<file path="src/rtl/mtimer_defs.sv">
// Shared definitions for the machine timer block: register offsets,
// CTRL field positions and the CSR address list used by the core.
package mtimer_defs;

   localparam int OFS_MTIME_LO    = 0;
   localparam int OFS_MTIME_HI    = 1;
   localparam int OFS_MTIMECMP_LO = 2;
   localparam int OFS_MTIMECMP_HI = 3;
   localparam int OFS_CTRL        = 4;

   localparam int CTRL_EN_BIT  = 0;
   localparam int CTRL_DIV_LSB = 8;

   localparam logic [63:0] MTIMECMP_RST = 64'hFFFF_FFFF_FFFF_FFFF;

   localparam logic [11:0] CSR_MSTATUS = 12'h300;
   localparam logic [11:0] CSR_MIE     = 12'h304;
   localparam logic [11:0] CSR_MTVEC   = 12'h305;
   localparam logic [11:0] CSR_MEPC    = 12'h341;
   localparam logic [11:0] CSR_MCAUSE  = 12'h342;
   localparam logic [11:0] CSR_MIP     = 12'h344;
   localparam logic [11:0] CSR_TIME    = 12'hC01;
   localparam logic [11:0] CSR_TIMEH   = 12'hC81;

   localparam int MIP_MTIP_BIT = 7;

endpackage

</file>
<file path="src/rtl/mtimer_prescaler.sv">
// Tick generator: count runs 0..div, tick in the cycle count equals div.
// Held at zero while disabled or when cleared by a CTRL write.
module mtimer_prescaler #(
   parameter int PRESC_W = 8
) (
   input  logic               clk,
   input  logic               resetb,
   input  logic               en,
   input  logic [PRESC_W-1:0] div,
   input  logic               clr,
   output logic               tick
);

   logic [PRESC_W-1:0] cnt_q;

   assign tick = en & (cnt_q == div);

   always_ff @(posedge clk or negedge resetb) begin
      if (!resetb) begin
         cnt_q <= '0;
      end else if (clr | ~en | tick) begin
         cnt_q <= '0;
      end else begin
         cnt_q <= cnt_q + PRESC_W'(1);
      end
   end

endmodule

</file>
<file path="src/rtl/mtimer.sv">
// Memory-mapped 64-bit machine timer with prescaler, compare interrupt
// and a latched high word for tear-free reads.
module mtimer
   import mtimer_defs::*;
#(
   parameter int BASE_W  = 3,
   parameter int PRESC_W = 8
) (
   input  logic              clk,
   input  logic              resetb,
   input  logic              mem_req,
   input  logic              mem_we,
   input  logic [BASE_W-1:0] mem_addr,
   input  logic [31:0]       mem_wdata,
   output logic [31:0]       mem_rdata,
   output logic              mem_ready,
   output logic              irq_mtimecmp
);

   logic [63:0]        mtime_q, mtime_d;
   logic [63:0]        cmp_q, cmp_d;
   logic               en_q, en_d;
   logic [PRESC_W-1:0] div_q, div_d;
   logic [31:0]        shadow_q, shadow_d;
   logic [31:0]        rdata_q, rdata_d;
   logic               ready_q;
   logic               irq_q;
   logic               tick;
   logic [31:0]        ctrl_rdata;

   logic rd, wr;
   logic sel_lo, sel_hi, sel_clo, sel_chi, sel_ctrl;

   assign rd = mem_req & ~mem_we;
   assign wr = mem_req & mem_we;

   assign sel_lo   = mem_addr == BASE_W'(OFS_MTIME_LO);
   assign sel_hi   = mem_addr == BASE_W'(OFS_MTIME_HI);
   assign sel_clo  = mem_addr == BASE_W'(OFS_MTIMECMP_LO);
   assign sel_chi  = mem_addr == BASE_W'(OFS_MTIMECMP_HI);
   assign sel_ctrl = mem_addr == BASE_W'(OFS_CTRL);

   mtimer_prescaler #(
      .PRESC_W (PRESC_W)
   ) u_presc (
      .clk    (clk),
      .resetb (resetb),
      .en     (en_q),
      .div    (div_q),
      .clr    (wr & sel_ctrl),
      .tick   (tick)
   );

   always_comb begin
      ctrl_rdata = '0;
      ctrl_rdata[CTRL_EN_BIT] = en_q;
      ctrl_rdata[CTRL_DIV_LSB +: PRESC_W] = div_q;
   end

   always_comb begin
      rdata_d = '0;
      if (rd) begin
         unique case (1'b1)
            sel_lo:   rdata_d = mtime_q[31:0];
            sel_hi:   rdata_d = shadow_q;
            sel_clo:  rdata_d = cmp_q[31:0];
            sel_chi:  rdata_d = cmp_q[63:32];
            sel_ctrl: rdata_d = ctrl_rdata;
            default:  rdata_d = '0;
         endcase
      end
   end

   // A bus write to either half wins over the tick; no carry survives.
   always_comb begin
      mtime_d  = mtime_q;
      cmp_d    = cmp_q;
      en_d     = en_q;
      div_d    = div_q;
      shadow_d = shadow_q;
      if (wr & sel_lo) begin
         mtime_d[31:0] = mem_wdata;
      end else if (wr & sel_hi) begin
         mtime_d[63:32] = mem_wdata;
      end else if (tick) begin
         mtime_d = mtime_q + 64'd1;
      end
      if (wr & sel_clo) cmp_d[31:0] = mem_wdata;
      if (wr & sel_chi) cmp_d[63:32] = mem_wdata;
      if (wr & sel_ctrl) begin
         en_d  = mem_wdata[CTRL_EN_BIT];
         div_d = mem_wdata[CTRL_DIV_LSB +: PRESC_W];
      end
      if (rd & sel_lo) shadow_d = mtime_q[63:32];
   end

   always_ff @(posedge clk or negedge resetb) begin
      if (!resetb) begin
         mtime_q  <= '0;
         cmp_q    <= MTIMECMP_RST;
         en_q     <= 1'b0;
         div_q    <= '0;
         shadow_q <= '0;
         rdata_q  <= '0;
         ready_q  <= 1'b0;
         irq_q    <= 1'b0;
      end else begin
         mtime_q  <= mtime_d;
         cmp_q    <= cmp_d;
         en_q     <= en_d;
         div_q    <= div_d;
         shadow_q <= shadow_d;
         rdata_q  <= rdata_d;
         ready_q  <= mem_req;
         irq_q    <= mtime_d >= cmp_d;
      end
   end

   assign mem_rdata    = rdata_q;
   assign mem_ready    = ready_q;
   assign irq_mtimecmp = irq_q;

endmodule

</file>
<file path="config.mk">
export PLATFORM = sky130hd
export DESIGN_NAME = mtimer
export DESIGN_NICKNAME = d
export VERILOG_FILES = /design/src/rtl/mtimer_defs.sv /design/src/rtl/mtimer_prescaler.sv /design/src/rtl/mtimer.sv
export SDC_FILE = /design/constraint.sdc
export NUM_CORES = 1
export LEC_CHECK = 0
export ABC_AREA = 1
export CORE_ASPECT_RATIO = 0.6
export CORE_MARGIN = 1
export CORE_UTILIZATION = 55
export DETAILED_ROUTE_END_ITERATION = 8
export HOLD_SLACK_MARGIN = 0.1
export PLACE_DENSITY = 0.77
export SYNTH_ARGS = -nofsm -noshare
export SYNTH_HDL_FRONTEND = slang
export SYNTH_SLANG_ARGS = --single-unit
</file>
<file path="constraint.sdc">
create_clock -name clk -period 2.6 [get_ports clk]
set_clock_uncertainty 0.2 [all_clocks]
set_input_delay 0.52 -clock clk [delete_from_list [all_inputs] [get_ports clk]]
set_output_delay 0.52 -clock clk [all_outputs]
set_load 0.02 [all_outputs]
</file>
==> flow_summary.ini <==
[timing]
period_share = 1.338
period_needed_ns = 3.479
worstMarginPinSlew_ns = 0.8614
fmax_mhz = 287.5
timing.final.max_slew_violations = 0
setup_tns_ns = -0.8786
slew_headroom = 0.4257
setup_viol = 1
setup_ws_ns = -0.8786
rsz0062_at_grt = yes
hold_viol = 0

[synth]
yosysWarnings = 0
synth_edf_count = 0
synth_cell_type_count = 41
syn-num-nets = 1970
ys_async_sr_fraction = 1.000
synth.avg_cell_area_um2 = 7.145
synth-seq-cells = 211
synthFlopType = dfrtp_1
synthCells = 1865
yosysSeqAreaShare = 0.4023
syn_area_um2 = 13330

[die]
die_x_um = 202.9
coreArea_um2 = 23460
pin_count = 73
start_util = 0.5681
die_area_um2 = 24880
rows = 43
die_y_um = 122.6

[job]
max-cap-violations = 0

[placed_design]
dp_hpwl_mm = 43.72
place_ws_ns = -1.193
post_dp_cell_area_um2 = 17350
io_buffers = 72
gp_congestion = 1.092
dp_cells = 2589

[drt]
num_vias = 15555
wl_per_cell_um = 21.78
wirelength_mm = 57.82
drt_pass1_iterations = 6
ant_nets = 0
drt-initial-drc-count = 2211
drt-vias-per-instance = 5.861
drc = 0

[power_and_ir_drop]
p_comb_frac = 0.435
ir_drop_uv = 607.4
power_leakage_nw = 9.365
powerDensity_nw_per_um2 = 741.6
p_sw_w = 0.005459
switching_share = 0.3943
power_w = 0.01385
seqPwrFrac = 0.344
p_int_w = 0.008388
p_clk_frac = 0.222

[setup_path]
crit_type = register to register
cp_max_fo = 3
start_kind = register
cp.required_ns = 2.84
cp-startpoint = mtime_q[4]
cp.arrival_ns = 3.72
reg2reg_from = mtime_q[4]
critPathCaptureType = register

[finish]
syn_to_final_growth_pct = 40.13
layout.cells.non_filler = 2654
drive_gt1_frac = 0.2861
fin_nets = 2428
fill_cells = 1620
fin_area_um2 = 18670

[clock_network]
root_buffer = clkbuf_16
ctsLongestPathBuffers = 3
htreeDepth = 1
cts_tree = yes
clk_latency_ns = 0.54
clkSinkCount = 211
cts_buffers = 21
clkTransAtPathRegs_ns = 0.07

[grt]
grt_pass1_wl_mm = 84.23
grt_usage = 0.4603
grt_pass1_vias = 14156
grt.overflow.total = 0
antenna_found_initial = 1
grt_max_degree = 55

[min_path]
worstHoldPathType = input port to register
min_from = mem_req

[run_status]
outcome = finished with violations
violations = negative setup slack
## path summary, 6_finish.rpt
| path | to | slack, ns | cells after the start |
|---|---|---|---|
| max | irq_mtimecmp | -0.88 | 18 |
| min | mem_ready | 0.27 | 1 |
| max reg2reg | irq_mtimecmp | -0.88 | 18 |
| min reg2reg | shadow_q[17] | 0.29 | 2 |
| max in group asynchronous | cmp_q[31] | 1.22 | 3 |
| min in group asynchronous | u_presc.cnt_q[4] | 0.32 | 2 |
## cell usage in the layout (no fill, tap or decap), types with 5 or more instances in the layout
cell type | netlist | routed
nand3_2 | 8 | 9
buf_4 | 5 | 397
buf_12 | 0 | 18
nor2_4 | 14 | 24
nand3_1 | 114 | 111
a21oi_2 | 0 | 18
dfstp_2 | 64 | 64
inv_1 | 273 | 271
inv_2 | 8 | 8
xnor2_1 | 5 | 5
nor2_1 | 208 | 183
a221oi_1 | 25 | 23
a31oi_1 | 8 | 8
nand4_1 | 14 | 14
ha_1 | 66 | 63
a21oi_1 | 86 | 68
o22ai_1 | 31 | 31
xor2_1 | 7 | 7
dfrtp_1 | 147 | 137
buf_6 | 2 | 9
o21ai_1 | 39 | 41
clkbuf_16 | 0 | 22
o21ai_0 | 131 | 128
nor3_1 | 9 | 7
clkdlybuf4s50_1 | 0 | 70
nand2_2 | 13 | 29
dfrtp_2 | 0 | 10
nor2_2 | 12 | 27
clkbuf_1 | 27 | 6
nand2_1 | 493 | 474
clkinv_2 | 0 | 7
## metrics by stage
step | hold slack, ns | util
after floorplan | 0.02441 | -
after global placement | 0.2691 | 0.7395
after detailed placement | 0.2669 | 0.7395
after CTS | 0.2731 | 0.7764
after global routing | 0.3002 | 0.7959
final | 0.2743 | 0.7960
## routing by layer
layer	routed length [um]	global-route usage
met5	0	0
met4	1537	0.08694
met3	11210	0.2634
met2	21670	0.6060
met1	23400	0.6461
## cell families (layout without fill, tap and decap cells)
logic type                 count (synthesis)  count (layout)  share of synthesized area
buffers and inverters                    347             820                     0.1030
and+or+nand+nor                          903             903                     0.2905
xor gates and xnor gates                  12              12                   0.007887
other                                      0               1                          0
DFF                                      211             211                     0.4023
adders and majority gates                 66              66                    0.06197
AOI/OAI and AO/OA                        326             326                     0.1344
## layout make-up
class / count / area [um^2] / area share
inverter: 282 / 1067 / 0.05716
antenna: 1 / 2.502 / 0.0001340
clock inverter: 10 / 85.08 / 0.004556
multi-input combinational: 1307 / 6924 / 0.3708
tap: 315 / 394.1 / 0.02111
sequential: 211 / 5373 / 0.2877
timing repair buffer: 500 / 4265 / 0.2284
clock buffer: 28 / 561.8 / 0.03009
## Yosys cell counts (all sizes together) (14+ instances only)
cell    count  area [um^2]
nand2     507         1943
nand4      14        87.58
clkbuf     27        101.4
ha         66        825.8
a221oi     25        219.0
a21oi      86        430.4
buf        38        210.2
nand3     123        668.2
nor2      234         1013
dfrtp     147         3679
o22ai      31        193.9
o21ai     170        850.8
dfstp      64         1682
inv       282         1061
## registers in the layout (all words and copies together), names as in the netlist
name           cells
div_q              8
irq_mtimecmp       1
mem_ready          1
en_q               1
cmp_q             64
mtime_q           64
shadow_q          32
u_presc.cnt_q      8
mem_rdata         32
## critical path, cell delays in order (launching register included)
cell and delay [ns]:
dfrtp_1 0.41, nand2_2 0.09, nor2_2 0.15, nand2_2 0.13, nor2_1 0.38, buf_4 0.20, nand3_1 0.12, o21ai_0 0.21
nand3_1 0.12, a21oi_1 0.25, ha_1 0.30, a21oi_1 0.14, o21ai_0 0.10, nand2_1 0.08, o211ai_1 0.17, nand2_1 0.10
nand2_1 0.05, nor2_1 0.11, nand2_1 0.06
## power groups by stage
stage          Clock [W]  Combinational [W]  Sequential, W
2_1_floorplan          0            0.00256        0.00465
3_3_place_gp           0            0.00513        0.00471
3_5_place_dp           0            0.00529        0.00473
4_1_cts          0.00305            0.00545        0.00469
5_1_grt          0.00319            0.00648        0.00480
6_report         0.00307            0.00602        0.00476
## what timing repair did
item,in CTS,in global routing
pin swaps,7,54
hold buffers,1,0
setup buffers,8,14
resized for setup,20,98
setup endpoints to repair,1,5
cloned,2,1
hold endpoints to repair,74,0
(Power assumes the default switching activity.)
